<file path="config.mk">
export PLATFORM = sky130hd
export DESIGN_NAME = pipe_skid_reg
export DESIGN_NICKNAME = d
export VERILOG_FILES = /design/src/rtl/pipe_skid_reg.sv
export SDC_FILE = /design/constraint.sdc
export NUM_CORES = 1
export LEC_CHECK = 0
export BUFFER_PORTS_ARGS = -buffer_cell sky130_fd_sc_hd__buf_2
export CORE_AREA = 3 3 133 161
export CTS_BUF_LIST = sky130_fd_sc_hd__clkbuf_8
export DETAILED_ROUTE_END_ITERATION = 10
export DIE_AREA = 0 0 136 164
export PLACE_DENSITY = 0.58
export SYNTH_ARGS = -nofsm -noshare
export SYNTH_HDL_FRONTEND = slang
export SYNTH_SLANG_ARGS = --single-unit
export TNS_END_PERCENT = 50
</file>
<file path="constraint.sdc">
create_clock -name clk -period 5.7 [get_ports clk]
set_clock_uncertainty 0.1 [all_clocks]
set_input_delay 0.285 -clock clk [delete_from_list [all_inputs] [get_ports clk]]
set_output_delay 0.285 -clock clk [all_outputs]
set_load 0.005 [all_outputs]
</file>
<file path="src/rtl/pipe_skid_reg.sv">
// Generic back-pressure-aware pipeline stage: one main entry driving the
// outputs plus one skid entry, so the stage keeps full throughput when the
// downstream stalls. Flush kills everything held and leaves a bubble.
module pipe_skid_reg #(
    parameter int unsigned CTRL_W             = 8,
    parameter int unsigned DATA_W             = 64,
    parameter bit          ZERO_DATA_ON_FLUSH = 1'b0
) (
    input  logic              clk,
    input  logic              rst,
    input  logic              flush,
    input  logic              in_valid,
    output logic              in_ready,
    input  logic [CTRL_W-1:0] in_ctrl,
    input  logic [DATA_W-1:0] in_data,
    output logic              out_valid,
    input  logic              out_ready,
    output logic [CTRL_W-1:0] out_ctrl,
    output logic [DATA_W-1:0] out_data,
    output logic [1:0]        occupancy,
    output logic [15:0]       stall_cnt
);

    localparam int unsigned CNT_W = 16;
    localparam logic [CNT_W-1:0] CNT_MAX = '1;

    logic              main_v,      main_v_d;
    logic              skid_v,      skid_v_d;
    logic [CTRL_W-1:0] main_ctrl,   main_ctrl_d;
    logic [CTRL_W-1:0] skid_ctrl,   skid_ctrl_d;
    logic [DATA_W-1:0] main_data,   main_data_d;
    logic [DATA_W-1:0] skid_data,   skid_data_d;
    logic [CNT_W-1:0]  stall_q,     stall_d;
    logic              in_fire;
    logic              out_fire;

    // Ready depends only on the skid register (and reset), never on out_ready.
    assign in_ready  = rst & ~skid_v;
    assign in_fire   = in_valid & in_ready;
    assign out_fire  = main_v & out_ready;

    assign out_valid = main_v;
    assign out_ctrl  = main_ctrl;
    assign out_data  = main_data;
    assign occupancy = 2'(main_v) + 2'(skid_v);
    assign stall_cnt = stall_q;

    // Next-state: flush first, then the (main_v, skid_v) occupancy cases.
    always_comb begin
        main_v_d    = main_v;
        skid_v_d    = skid_v;
        main_ctrl_d = main_ctrl;
        skid_ctrl_d = skid_ctrl;
        main_data_d = main_data;
        skid_data_d = skid_data;
        stall_d     = stall_q;

        // Stall counter ignores flush; it only saturates or resets.
        if (main_v && !out_ready && (stall_q != CNT_MAX)) begin
            stall_d = stall_q + CNT_W'(1);
        end

        if (flush) begin
            main_v_d    = 1'b0;
            skid_v_d    = 1'b0;
            main_ctrl_d = '0;
            skid_ctrl_d = '0;
            if (ZERO_DATA_ON_FLUSH) begin
                main_data_d = '0;
                skid_data_d = '0;
            end
        end else if (!main_v) begin
            // Empty: an accepted beat goes straight to the output entry.
            if (in_fire) begin
                main_v_d    = 1'b1;
                main_ctrl_d = in_ctrl;
                main_data_d = in_data;
            end
        end else if (!skid_v) begin
            // One beat held: replace, drain to bubble, or spill into skid.
            if (out_fire && in_fire) begin
                main_ctrl_d = in_ctrl;
                main_data_d = in_data;
            end else if (out_fire) begin
                main_v_d    = 1'b0;
                main_ctrl_d = '0;
            end else if (in_fire) begin
                skid_v_d    = 1'b1;
                skid_ctrl_d = in_ctrl;
                skid_data_d = in_data;
            end
        end else if (out_fire) begin
            // Full: the skid beat moves up; input is blocked this cycle.
            main_ctrl_d = skid_ctrl;
            main_data_d = skid_data;
            skid_v_d    = 1'b0;
            skid_ctrl_d = '0;
        end
    end

    // State registers with synchronous active-low reset.
    always_ff @(posedge clk) begin
        if (!rst) begin
            main_v    <= 1'b0;
            skid_v    <= 1'b0;
            main_ctrl <= '0;
            skid_ctrl <= '0;
            main_data <= '0;
            skid_data <= '0;
            stall_q   <= '0;
        end else begin
            main_v    <= main_v_d;
            skid_v    <= skid_v_d;
            main_ctrl <= main_ctrl_d;
            skid_ctrl <= skid_ctrl_d;
            main_data <= main_data_d;
            skid_data <= skid_data_d;
            stall_q   <= stall_d;
        end
    end

endmodule

</file>
[After elaboration in Yosys (flattened, before gate mapping)]
Index checks and enable logic that the tools add are counted.
Word-level totals
  bits in registers: 162
  bits in latches: 0
  memory bits (writable): 0
  ROM bits: 0
  input port bits: 77
  output and inout port bits: 92
  word-level logic and storage cells: 57
  memories kept: 0
Cells by class
  add/subtract/negate cells: 2
  multiply operators: 0
  div/mod/pow operators: 0
  magnitude comparators: 0
  eq/ne operators: 7
  shift operators: 0
  multiplexer cells: 22
  bitwise logic cells: 8
  reductions and logical operators: 11
Operators by type and width (number)
  $mux 64: 5
  $mux 8: 9
  $add 16x1->16 const B: 1
  $ne 16x16->1 const B: 1
  $mux 1: 8
  $ne 3x1->1 const B: 2
  $reduce_and 6->1: 1
  $not 1->1: 5
  $reduce_and 5->1: 1
  $ne 2x2->1 const B: 2
  $reduce_and 4->1: 1
  $reduce_bool 2->1: 2
  $and 1x1->1: 3
  $logic_and 1x1->1: 3
  $ne 3x2->1 const B: 1
  $reduce_and 3->1: 1
  $add 1x1->2: 1
  $ne 2x1->1 const B: 1
  $reduce_or 2->1: 1
  $logic_not 1->1: 1

[Depth between registers and ports, before layout]
Gate-level depths: netlist of run 1.
  depth in word-level cells: 7
  depth in mapped cells: 9
  depth with buffers taken out: 6

[Worst setup path before layout of run 1]
OpenSTA, ideal clock, no wires.
  path type: flip-flop to flip-flop
  from: reg stall_q[0] (netlist: stall_cnt[0])
  to: reg stall_q[8] (netlist: stall_cnt[8])
  setup time: 70 ps
  arrival time: 1695 ps
  data required time: 5530 ps
  slack: 3835 ps
  stages on the path, launching flop included: 7
  path buffers: 1
  clock period less this slack: 1865 ps
  path through: dfxtp_1 > ha_1 > nand3_1 > or3_1 > buf_2 > or3_1 > a21oi_1
Between the ends
  longest elaborated chain between the ends: 2
  elaborated cells between the ends (all ways): 3
  those cells by class: 1 x add/sub; 1 x eq/ne; 1 x reduce/logical
Ends and longest elaborated chain
  start, declared: line 33  | logic [CNT_W-1:0] stall_q, stall_d;
  start signal, assigned: line 118  | stall_q <= stall_d;
  parallel branches: the longest is 2 deep, another holds $add 16x1->16
Several ways; the timed one is not identified.
A chain may end at the register's enable or synchronous reset.

[Final worst setup path of run 1]
  from: reg main_v (netlist: out_valid)
  to: reg main_data[6] (netlist: out_data[6])
Between the ends
  longest elaborated chain between the ends: 4
  elaborated cells between the ends (all ways): 7
  those cells by class: 2 x eq/ne; 1 x mux; 1 x bitwise; 3 x reduce/logical
Ends and longest elaborated chain
  start, declared: line 27  | logic main_v, main_v_d;
  start signal, assigned: line 112  | main_v <= main_v_d;
  $and 1x1->1: line 40  | assign out_fire = main_v & out_ready;
  $logic_and 1x1->1: line 81  | if (out_fire && in_fire) begin
  $ne 3x1->1 (no source line)
  $reduce_and 4->1 (no source line)
  end signal, assigned: line 116  | main_data <= main_data_d;
  end, declared: line 31  | logic [DATA_W-1:0] main_data, main_data_d;
Several ways; a longest one is shown, not always the timed one.

==> impl_metrics.csv, run 1 <==
group,metric,value,unit
clock_tree,cts_buffers,17,
grt,grt_pass1_wl,30700,µm
logic_synthesis,synth_edf_count,0,
worst_setup_path,worstPathArrival,3020,ps
detailed_routing,viasPerCell,4.77,
cells_and_area,nFillCells,2075,
clock_tree,cts.sinks,162,
clock_tree,cts-resized-gates,0,
floorplanning,num_rows,57,
logic_synthesis,synth_top_flop_cell,"dfxtp_1",
logic_synthesis,synth_common_cells,"nand2_1 (206), dfxtp_1 (162), nor2_1 (131), a21oi_1 (87), or3_1 (70)",
logic_synthesis,synth_cells,879,
cells_and_area,seqCellArea,3240,µm²
flow_run,cap_violations,0,
floorplanning,dieArea,22300,µm²
clock_tree,cts_root_buf,"clkbuf_8",
outcome,outcome,"finished, final reports clean",
detailed_routing,postRouteAntennaNets,0,
cells_and_area,area_growth,31.4,%
pwr,power.leakage,4.20,nW
place,place.gp.congestion,0.741,
logic_synthesis,yosysTopAreaCell,"dfxtp_1",
sta,worst_slew_pin_slew,1190,ps
logic_synthesis,synth_area_leaders,"dfxtp_1 (47%), nand2_1 (11%), mux2i_1 (9.6%)",
logic_synthesis,yosysSeqAreaShare,0.466,
sta,period_needed,2760,ps
sta,maxSlewViolCount,0,
grt,grt_pass1_vias,6055,
worst_setup_path,crit_fanout,64,
worst_setup_path,rr_worst_depth,6,
place,dp_hpwl,11500,µm
logic_synthesis,yosys.cell_types.count,42,
floorplanning,die_h,164,µm
logic_synthesis,post-synth-top-count-cell,"nand2_1",
sta,rsz0062_at_grt,"false",
logic_synthesis,synthArstFlopShare,0,
worst_setup_path,critical_path_class,"flip-flop to flip-flop",
clock_tree,clock_path_buffers,2,
floorplanning,ios,169,
grt,grt_max_degree,81,
detailed_routing,drtIter0Drc,411,
cells_and_area,num-nets-final,1162,
grt,overflow,0,
logic_synthesis,yosys_warnings,0,
hold_path,min_path_cells,4,
clock_tree,clk_latency,450,ps
logic_synthesis,avgSynthCellArea,7.91,µm²
place,pre_cts_ws,2660,ps
pwr,power_density,261,nW/µm²
sta,max_freq,363,MHz
cells_and_area,multi_input_area,3430,µm²
sta,finalWorstSetupSlack,2940,ps
clock_tree,cts-htree-levels,4,
logic_synthesis,synth_nets,959,
detailed_routing,wl,19300,µm
place,numPortBuffers,168,
detailed_routing,dr_total_vias,6488,
grt,antenna_found_initial,1,
logic_synthesis,netlist.area_leader.share,0.466,
sta,setup_tns,0,ps
detailed_routing,drc,0,
detailed_routing,wire_per_inst,14.2,µm
logic_synthesis,ys_ff_latch,162,
floorplanning,initial_core_util,0.346,
logic_synthesis,synth_area,6950,µm²
worst_setup_path,end_kind,"flip-flop",
detailed_routing,drt_first_pass_iters,4,
sta,setup_viol,0,
pwr,peakVddDrop,131,µV
grt,grt_use_total,0.170,
worst_setup_path,worst_ep_required_time,5970,ps
sta,finalCritPeriodShare,0.483,
cells_and_area,drive_gt1_frac,0.196,
clock_tree,cts_tree,"built",
sta,hold_viol,0,
floorplanning,die_w,136,µm
clock_tree,clk_pin_slew,90,ps
worst_setup_path,cp-start-kind,"flip-flop",
hold_path,hp-class,"input port to flip-flop",
sta,max_slew_margin,0.204,
floorplanning,core,20100,µm²
-- worst paths after layout --
| kind | slack, ps | to | start |
|---|---|---|---|
| setup reg to reg | 2940 | out_data[6] | out_valid |
| setup / recovery | 2940 | out_data[6] | out_valid |
| hold / removal | 110 | skid_v | out_ready |
| hold reg to reg | 360 | skid_data[3] | skid_data[3] |
-- what timing repair did --
item	4_1_cts	5_1_grt
hold buffers	72	0
endpoints found under the hold margin	72	0
setup buffers	0	0
-- area by class of cell --
class / instances / share of cell area
well taps: 265 / 0.0363
flip-flops and latches: 162 / 0.355
inverters: 6 / 0.00274
clock buffers: 18 / 0.0271
diodes: 1 / 0.000274
clock inverters: 13 / 0.0256
repair buffers: 248 / 0.178
multi-input cells: 647 / 0.375
-- per-layer routing --
layer,vias up,share of wire,GRT usage
met1,2978,0.44,0.207
li1,3347,-,-
met3,15,0.053,0.0423
met4,0,0.011,0.0513
met5,-,0,0
met2,148,0.49,0.293
-- layout by cell type, fill, tap and decap left out, drive strengths merged, types with 2 or more instances in the layout --
cell type	count
nand2	206
buf	176
dfxtp	162
nor2	131
a21oi	87
dlygate4sd3	72
or3	70
mux2i	67
clkbuf	18
o21ai	17
a22o	8
a22oi	8
inv	8
nand2b	6
bufinv	6
nand3	6
nor3	6
nand4	5
o31ai	4
or4	3
ha	3
clkinv	3
nor4	3
nand3b	2
and4	2
clkinvlp	2
-- cells by family after synthesis --
group	Yosys count	synth area share
AND/OR/NAND/NOR	447	0.283
flip-flops	162	0.466
AO/OA/AOI/OAI	130	0.106
buffers and inverters	70	0.0426
multiplexers	67	0.0964
adder cells (fa/ha/maj)	3	0.00540
-- worst max-delay path: stages, from the launching register on --
cell and delay (ps):
dfxtp_1 640, ha_1 310, a2bb2oi_1 180, a21oi_1 70, o211ai_1 110, buf_4 850, mux2i_1 280
-- power by group --
part | leakage [nW] | internal [mW] | switching (mW)
Clock | 0.237 | 0.577 | 0.435
Combinational | 2.65 | 0.108 | 0.100
Sequential | 1.31 | 1.15 | 0.0126
Total | 4.20 | 1.84 | 0.548
-- flip-flops by register name (all words and copies together), names as in the netlist --
signal     cells
out_data      64
skid_data     64
stall_cnt     16
out_ctrl       8
skid_ctrl      8
out_valid      1
skid_v         1
-- through the flow --
step,power [mW],cells,area [µm²],utilization,hold WS (ps)
5_1_grt,2.49,1360,9140,0.454,121
3_3_place_gp,1.36,1256,7930,0.394,342
2_1_floorplan,1.28,879,6950,-,318
3_5_place_dp,1.36,1256,7930,0.394,347
4_1_cts,2.42,1359,9130,0.454,69.2
6_report,2.39,1360,9140,0.454,106
Note: power is estimated with default switching activity, not from simulation.
==> inputs of run 2 (changes only) <==
--- a/config.mk
+++ b/config.mk
@@ -10,7 +10,7 @@
 export CTS_BUF_LIST = sky130_fd_sc_hd__clkbuf_8
 export DETAILED_ROUTE_END_ITERATION = 10
 export DIE_AREA = 0 0 136 164
-export PLACE_DENSITY = 0.58
+export PLACE_DENSITY = 0.6
 export SYNTH_ARGS = -nofsm -noshare
 export SYNTH_HDL_FRONTEND = slang
 export SYNTH_SLANG_ARGS = --single-unit
==> constraint.sdc (replaced) <==
create_clock -name clk -period 2.3 [get_ports clk]
set_clock_uncertainty 0.1 [all_clocks]
set_input_delay 0.115 -clock clk [delete_from_list [all_inputs] [get_ports clk]]
set_output_delay 0.115 -clock clk [all_outputs]
set_load 0.005 [all_outputs]
==> run 2 against run 1 <==
Compared with the run above:
- first-iteration DRC count increased by 2.4%
- wire length fell by 0.21%
- clock-buffer cell count grew 1
- die area unchanged
- critical path depth shrank 1
- maximum frequency up 35%
- core utilization rose by 0.91 points
- sequential share of layout area down 0.68 points
- hold slack lost 44 ps
- global-route usage increased by 0.20 points
- largest cell class unchanged
==> impl_metrics.csv, run 2 (same netlist as run 1, synthesis figures left out) <==
group,metric,value,unit
outcome,outcome,"finished, final reports clean",
worst_setup_path,cpLargestDelayFamily,"simple AND/OR/NAND/NOR gates",
detailed_routing,wire_per_inst,14.0,µm
sta,period_needed,2050,ps
hold_path,hp-class,"input port to flip-flop",
sta,hold_viol,0,
floorplanning,core,20100,µm²
grt,grt_pass1_vias,6187,
floorplanning,num_rows,57,
cells_and_area,instances_no_fill,1374,
grt,overflow,0,
detailed_routing,top_layer,"met4",
grt,grt_use_total,0.172,
place,dp_hpwl,11800,µm
worst_setup_path,crit_fanout,7,
cells_and_area,num-nets-final,1175,
worst_setup_path,timing.rr.end,"stall_cnt[8]",
pwr,finalPower,5.75,mW
clock_tree,cts_root_buf,"clkbuf_8",
worst_setup_path,critical_path_class,"flip-flop to flip-flop",
worst_setup_path,worstPathCellList,"ha_1 > nand3_1 > or3_1 > or3_1 > a21oi_1",
sta,maxSlewViolCount,0,
place,placed_cells,1266,
sta,setup_tns,0,ps
detailed_routing,wl,19200,µm
pwr,peakVddDrop,286,µV
worst_setup_path,end_kind,"flip-flop",
worst_setup_path,max_stage_delay,510,ps
clock_tree,cts-htree-levels,4,
worst_setup_path,r2r_setup_slack,250,ps
hold_path,min_path_cells,3,
sta,max_freq,488,MHz
detailed_routing,viasPerCell,4.78,
worst_setup_path,worst_ep_required_time,2580,ps
grt,antenna_found_initial,1,
sta,worst_slew_pin_slew,842,ps
sta,rsz0062_at_grt,"false",
detailed_routing,drc,0,
detailed_routing,dr_total_vias,6572,
pwr,power.leakage,4.28,nW
worst_setup_path,worst-path-buf-inv,0,
grt,grt_pass1_wl,30900,µm
worst_setup_path,worstPathArrival,2330,ps
detailed_routing,drt_first_pass_iters,7,
floorplanning,die_w,136,µm
cells_and_area,nFillCells,2014,
worst_setup_path,cp-start-kind,"flip-flop",
clock_tree,cts.sinks,162,
pwr,power_density,617,nW/µm²
place,place.gp.congestion,0.797,
flow_run,cap_violations,0,
sta,setup_viol,0,
floorplanning,die_h,164,µm
worst_setup_path,rr_startpoint,"stall_cnt[0]",
cells_and_area,final_cell_mix,"nand2_1 (205), buf_2 (168), dfxtp_1 (161)",
detailed_routing,met1_length,8540,µm
clock_tree,clk_latency,450,ps
detailed_routing,dr_wl_met3,770,µm
floorplanning,ios,169,
place,numPortBuffers,168,
hold_path,min_from,"in_valid",
worst_setup_path,critPathSlowestCell,"or3_1",
floorplanning,initial_core_util,0.346,
hold_path,min_to,"out_valid",
detailed_routing,route.met2.wl,9590,µm
detailed_routing,drtIter0Drc,421,
floorplanning,dieArea,22300,µm²
clock_tree,clk_pin_slew,90,ps
sta,finalCritPeriodShare,0.890,
sta,max_slew_margin,0.439,
clock_tree,cts_buffers,17,
clock_tree,cts_tree,"built",
cells_and_area,final_common_cell,"nand2_1",
cells_and_area,area_growth,34.0,%
detailed_routing,postRouteAntennaNets,0,
worst_setup_path,rr_worst_depth,5,
grt,grt_max_degree,89,
worst_setup_path,worst_path_most_repeated_cell,"or3_1",
cells_and_area,drive_gt1_frac,0.203,
clock_tree,clock_path_buffers,2,
run 2: cell types whose count changed in the layout (fill, tap and decap cells not counted):
cell	change
buf_12	+9
buf_4	+1
bufinv_16	-2
clkbuf_8	+1
clkinv_4	-2
clkinvlp_4	+2
dfxtp_1	-1
dfxtp_2	+1
dlygate4sd3_1	+3
inv_1	+1
inv_6	+1
run 2: stage by stage:
stage	area, µm²	setup slack [ps]	util	hold slack (ps)
after floorplan	6950	435	-	148
after global placement	8120	253	0.404	251
after detailed placement	8120	157	0.404	258
after CTS	9310	108	0.463	26.8
after global routing	9320	94.7	0.463	40.3
final	9320	252	0.463	62.7
run 2: repair_timing:
item / CTS / global route
hold buffers: 75 / 0
buffers inserted: 0 / 0
endpoints found under the setup margin: 0 / 3
gates resized for setup: 0 / 1
endpoints found under the hold margin: 146 / 0
run 2: worst max-delay path by stage:
stage	startpoint	end	slack, ps	depth (start not counted)
after global placement	out_valid	out_data[38]	250	7
after floorplan	stall_cnt[0]	stall_cnt[8]	430	6
final	stall_cnt[0]	stall_cnt[8]	250	5
after CTS	out_valid	out_data[29]	110	7
after global routing	stall_cnt[0]	stall_cnt[8]	90	5
after detailed placement	out_valid	out_data[10]	160	7
run 2: per-layer routing:
metal / global-route usage / vias to the layer above
li1: - / 3383
met1: 0.206 / 3032
met2: 0.302 / 137
met3: 0.0340 / 20
met4: 0.0623 / 0
met5: 0 / -
run 2: final cells by class:
class	instances	area, µm²	share of cell area
Tap cell	265	332	0.0356
Inverter	6	25.0	0.00269
Sequential cell	162	3240	0.348
Timing Repair Buffer	261	1840	0.197
Antenna cell	1	2.50	0.000269
Multi-Input combinational cell	647	3430	0.368
Clock buffer	19	262	0.0281
Clock inverter	13	184	0.0197
run 2: report_power, final:
group	internal (mW)	switching, mW	leakage (nW)
logic	0.291	0.252	2.76
clock network	1.24	1.08	0.218
registers	2.86	0.0319	1.31
run 2: worst register-to-register path: cells and delay by family, from the launching register on:
kind                       cells  cell delay [ps]
DFF                            1              400
and+or+nand+nor                3             1090
adders and majority gates      1              240
AOI/OAI and AO/OA              1              140
==> inputs of run 3 (changes only) <==
--- a/config.mk
+++ b/config.mk
@@ -7,7 +7,7 @@
 export LEC_CHECK = 0
 export BUFFER_PORTS_ARGS = -buffer_cell sky130_fd_sc_hd__buf_2
 export CORE_AREA = 3 3 133 161
-export CTS_BUF_LIST = sky130_fd_sc_hd__clkbuf_8
+export CTS_BUF_LIST = sky130_fd_sc_hd__clkbuf_4
 export DETAILED_ROUTE_END_ITERATION = 10
 export DIE_AREA = 0 0 136 164
 export PLACE_DENSITY = 0.6
==> run 3 against run 2 <==
Compared with the run above:
- worst setup slack got worse by 28 ps
- final area fell by 0.93%
- clock-buffer cell count did not move
- global-route usage rose by 0.056 points
- hold slack improved by 160 ps
- clock power fell by 17%
- critical endpoint is now out_data[10]
==> impl_metrics.csv, run 3 (same netlist as run 1, synthesis figures left out) <==
group,metric,value,unit
sta,rsz0062_at_grt,"false",
detailed_routing,postRouteAntennaNets,0,
detailed_routing,drtIter0Drc,424,
clock_tree,clk_latency,570,ps
clock_tree,cts-htree-levels,4,
worst_setup_path,critical_path_class,"flip-flop to flip-flop",
sta,setup_viol,0,
floorplanning,die_w,136,µm
pwr,internal_power,4.04,mW
grt,grt_use_total,0.172,
sta,period_needed,2080,ps
pwr,clockPowerShare,0.358,
pwr,combPwrFrac,0.102,
pwr,switching_share,0.246,
sta,max_freq,482,MHz
worst_setup_path,worstPathArrival,2450,ps
cells_and_area,area_growth,32.7,%
clock_tree,cts_buffers,17,
detailed_routing,drt_first_pass_iters,6,
detailed_routing,viasPerCell,4.78,
pwr,p_sw,1.32,mW
floorplanning,dieArea,22300,µm²
pwr,peakVddDrop,263,µV
grt,grt_max_degree,89,
sta,worst_slew_pin_slew,824,ps
cells_and_area,final_common_cell,"nand2_1",
sta,finalWorstSetupSlack,224,ps
clock_tree,cts_root_buf,"clkbuf_4",
grt,grt_pass1_vias,6228,
worst_setup_path,worst_ep_required_time,2680,ps
clock_tree,cts.sinks,162,
clock_tree,clk_pin_slew,150,ps
cells_and_area,drive_gt1_frac,0.203,
pwr,power_density,581,nW/µm²
clock_tree,post-cts-setup-buffers,0,
sta,finalCritPeriodShare,0.902,
place,dp_hpwl,11800,µm
detailed_routing,drc,0,
worst_setup_path,end_kind,"flip-flop",
sta,maxSlewViolCount,0,
hold_path,hp-class,"input port to flip-flop",
cells_and_area,num-nets-final,1178,
grt,overflow,0,
pwr,power.leakage,4.24,nW
outcome,outcome,"finished, final reports clean",
detailed_routing,dr_total_vias,6586,
floorplanning,core,20100,µm²
place,pre_cts_ws,157,ps
flow_run,cap_violations,0,
floorplanning,die_h,164,µm
detailed_routing,wl,19300,µm
sta,setup_tns,0,ps
sta,hold_viol,0,
detailed_routing,wire_per_inst,14.0,µm
floorplanning,ios,169,
pwr,pwr-share-seq,0.540,
place,numPortBuffers,168,
place,place.gp.congestion,0.797,
clock_tree,clock_path_buffers,2,
sta,max_slew_margin,0.451,
floorplanning,num_rows,57,
worst_setup_path,crit_fanout,19,
grt,grt_pass1_wl,31000,µm
clock_tree,cts_tree,"built",
worst_setup_path,cp-start-kind,"flip-flop",
floorplanning,initial_core_util,0.346,
cells_and_area,final_cell_mix,"nand2_1 (205), buf_2 (168), dfxtp_1 (161)",
grt,antenna_found_initial,2,
==> run 3: what timing repair did <==
action,4_1_cts,5_1_grt
hold endpoints to repair,152,0
hold buffers,78,0
resized for setup,0,1
setup endpoints to repair,0,7
==> run 3: path summary, 6_finish.rpt <==
path	from	end	slack, ps	cells past startpoint
min	in_ctrl[4]	skid_ctrl[4]	220	3
max reg2reg	skid_v	out_data[10]	220	7
max	skid_v	out_data[10]	220	7
min reg2reg	out_data[61]	out_data[61]	360	2
==> run 3: layer usage <==
layer | vias up | track usage | part of all wire
li1 | 3392 | - | -
met3 | 21 | 0.0349 | 0.043
met1 | 3028 | 0.205 | 0.44
met5 | - | 0 | 0
met2 | 145 | 0.306 | 0.50
met4 | 0 | 0.0610 | 0.018
==> run 3: area by class of cell <==
class | count | area [µm²]
clock inverters | 13 | 184
clock buffers | 19 | 143
diodes | 2 | 5.00
inverters | 6 | 25.0
well taps | 265 | 332
multi-input cells | 647 | 3430
repair buffers | 264 | 1870
flip-flops and latches | 162 | 3240
fillers | 2013 | 10900
==> run 3: worst max-delay path, stage by stage (launching register included) <==
cell,delay (ps)
dfxtp_1,520
ha_1,290
a2bb2oi_1,180
a21oi_1,60
o211ai_1,160
buf_12,250
buf_12,190
mux2i_1,230
==> run 3: metrics by stage <==
stage                     cell area [µm²]  instances  total power [mW]  utilization  hold WS, ps
after floorplan                      6950        879              3.18            -          148
after global placement               8120       1266              3.40        0.404          251
after detailed placement             8120       1266              3.40        0.404          258
after CTS                            9230       1376              5.45        0.459          145
after global routing                 9230       1378              5.60        0.459          173
final                                9230       1378              5.36        0.459          219
==> run 3: power by group through the flow <==
stage / Clock [mW] / Combinational (mW) / Sequential, mW
3_3_place_gp: 0 / 0.441 / 2.96
2_1_floorplan: 0 / 0.226 / 2.96
5_1_grt: 2.10 / 0.601 / 2.90
3_5_place_dp: 0 / 0.445 / 2.96
4_1_cts: 2.00 / 0.550 / 2.90
6_report: 1.92 / 0.548 / 2.89
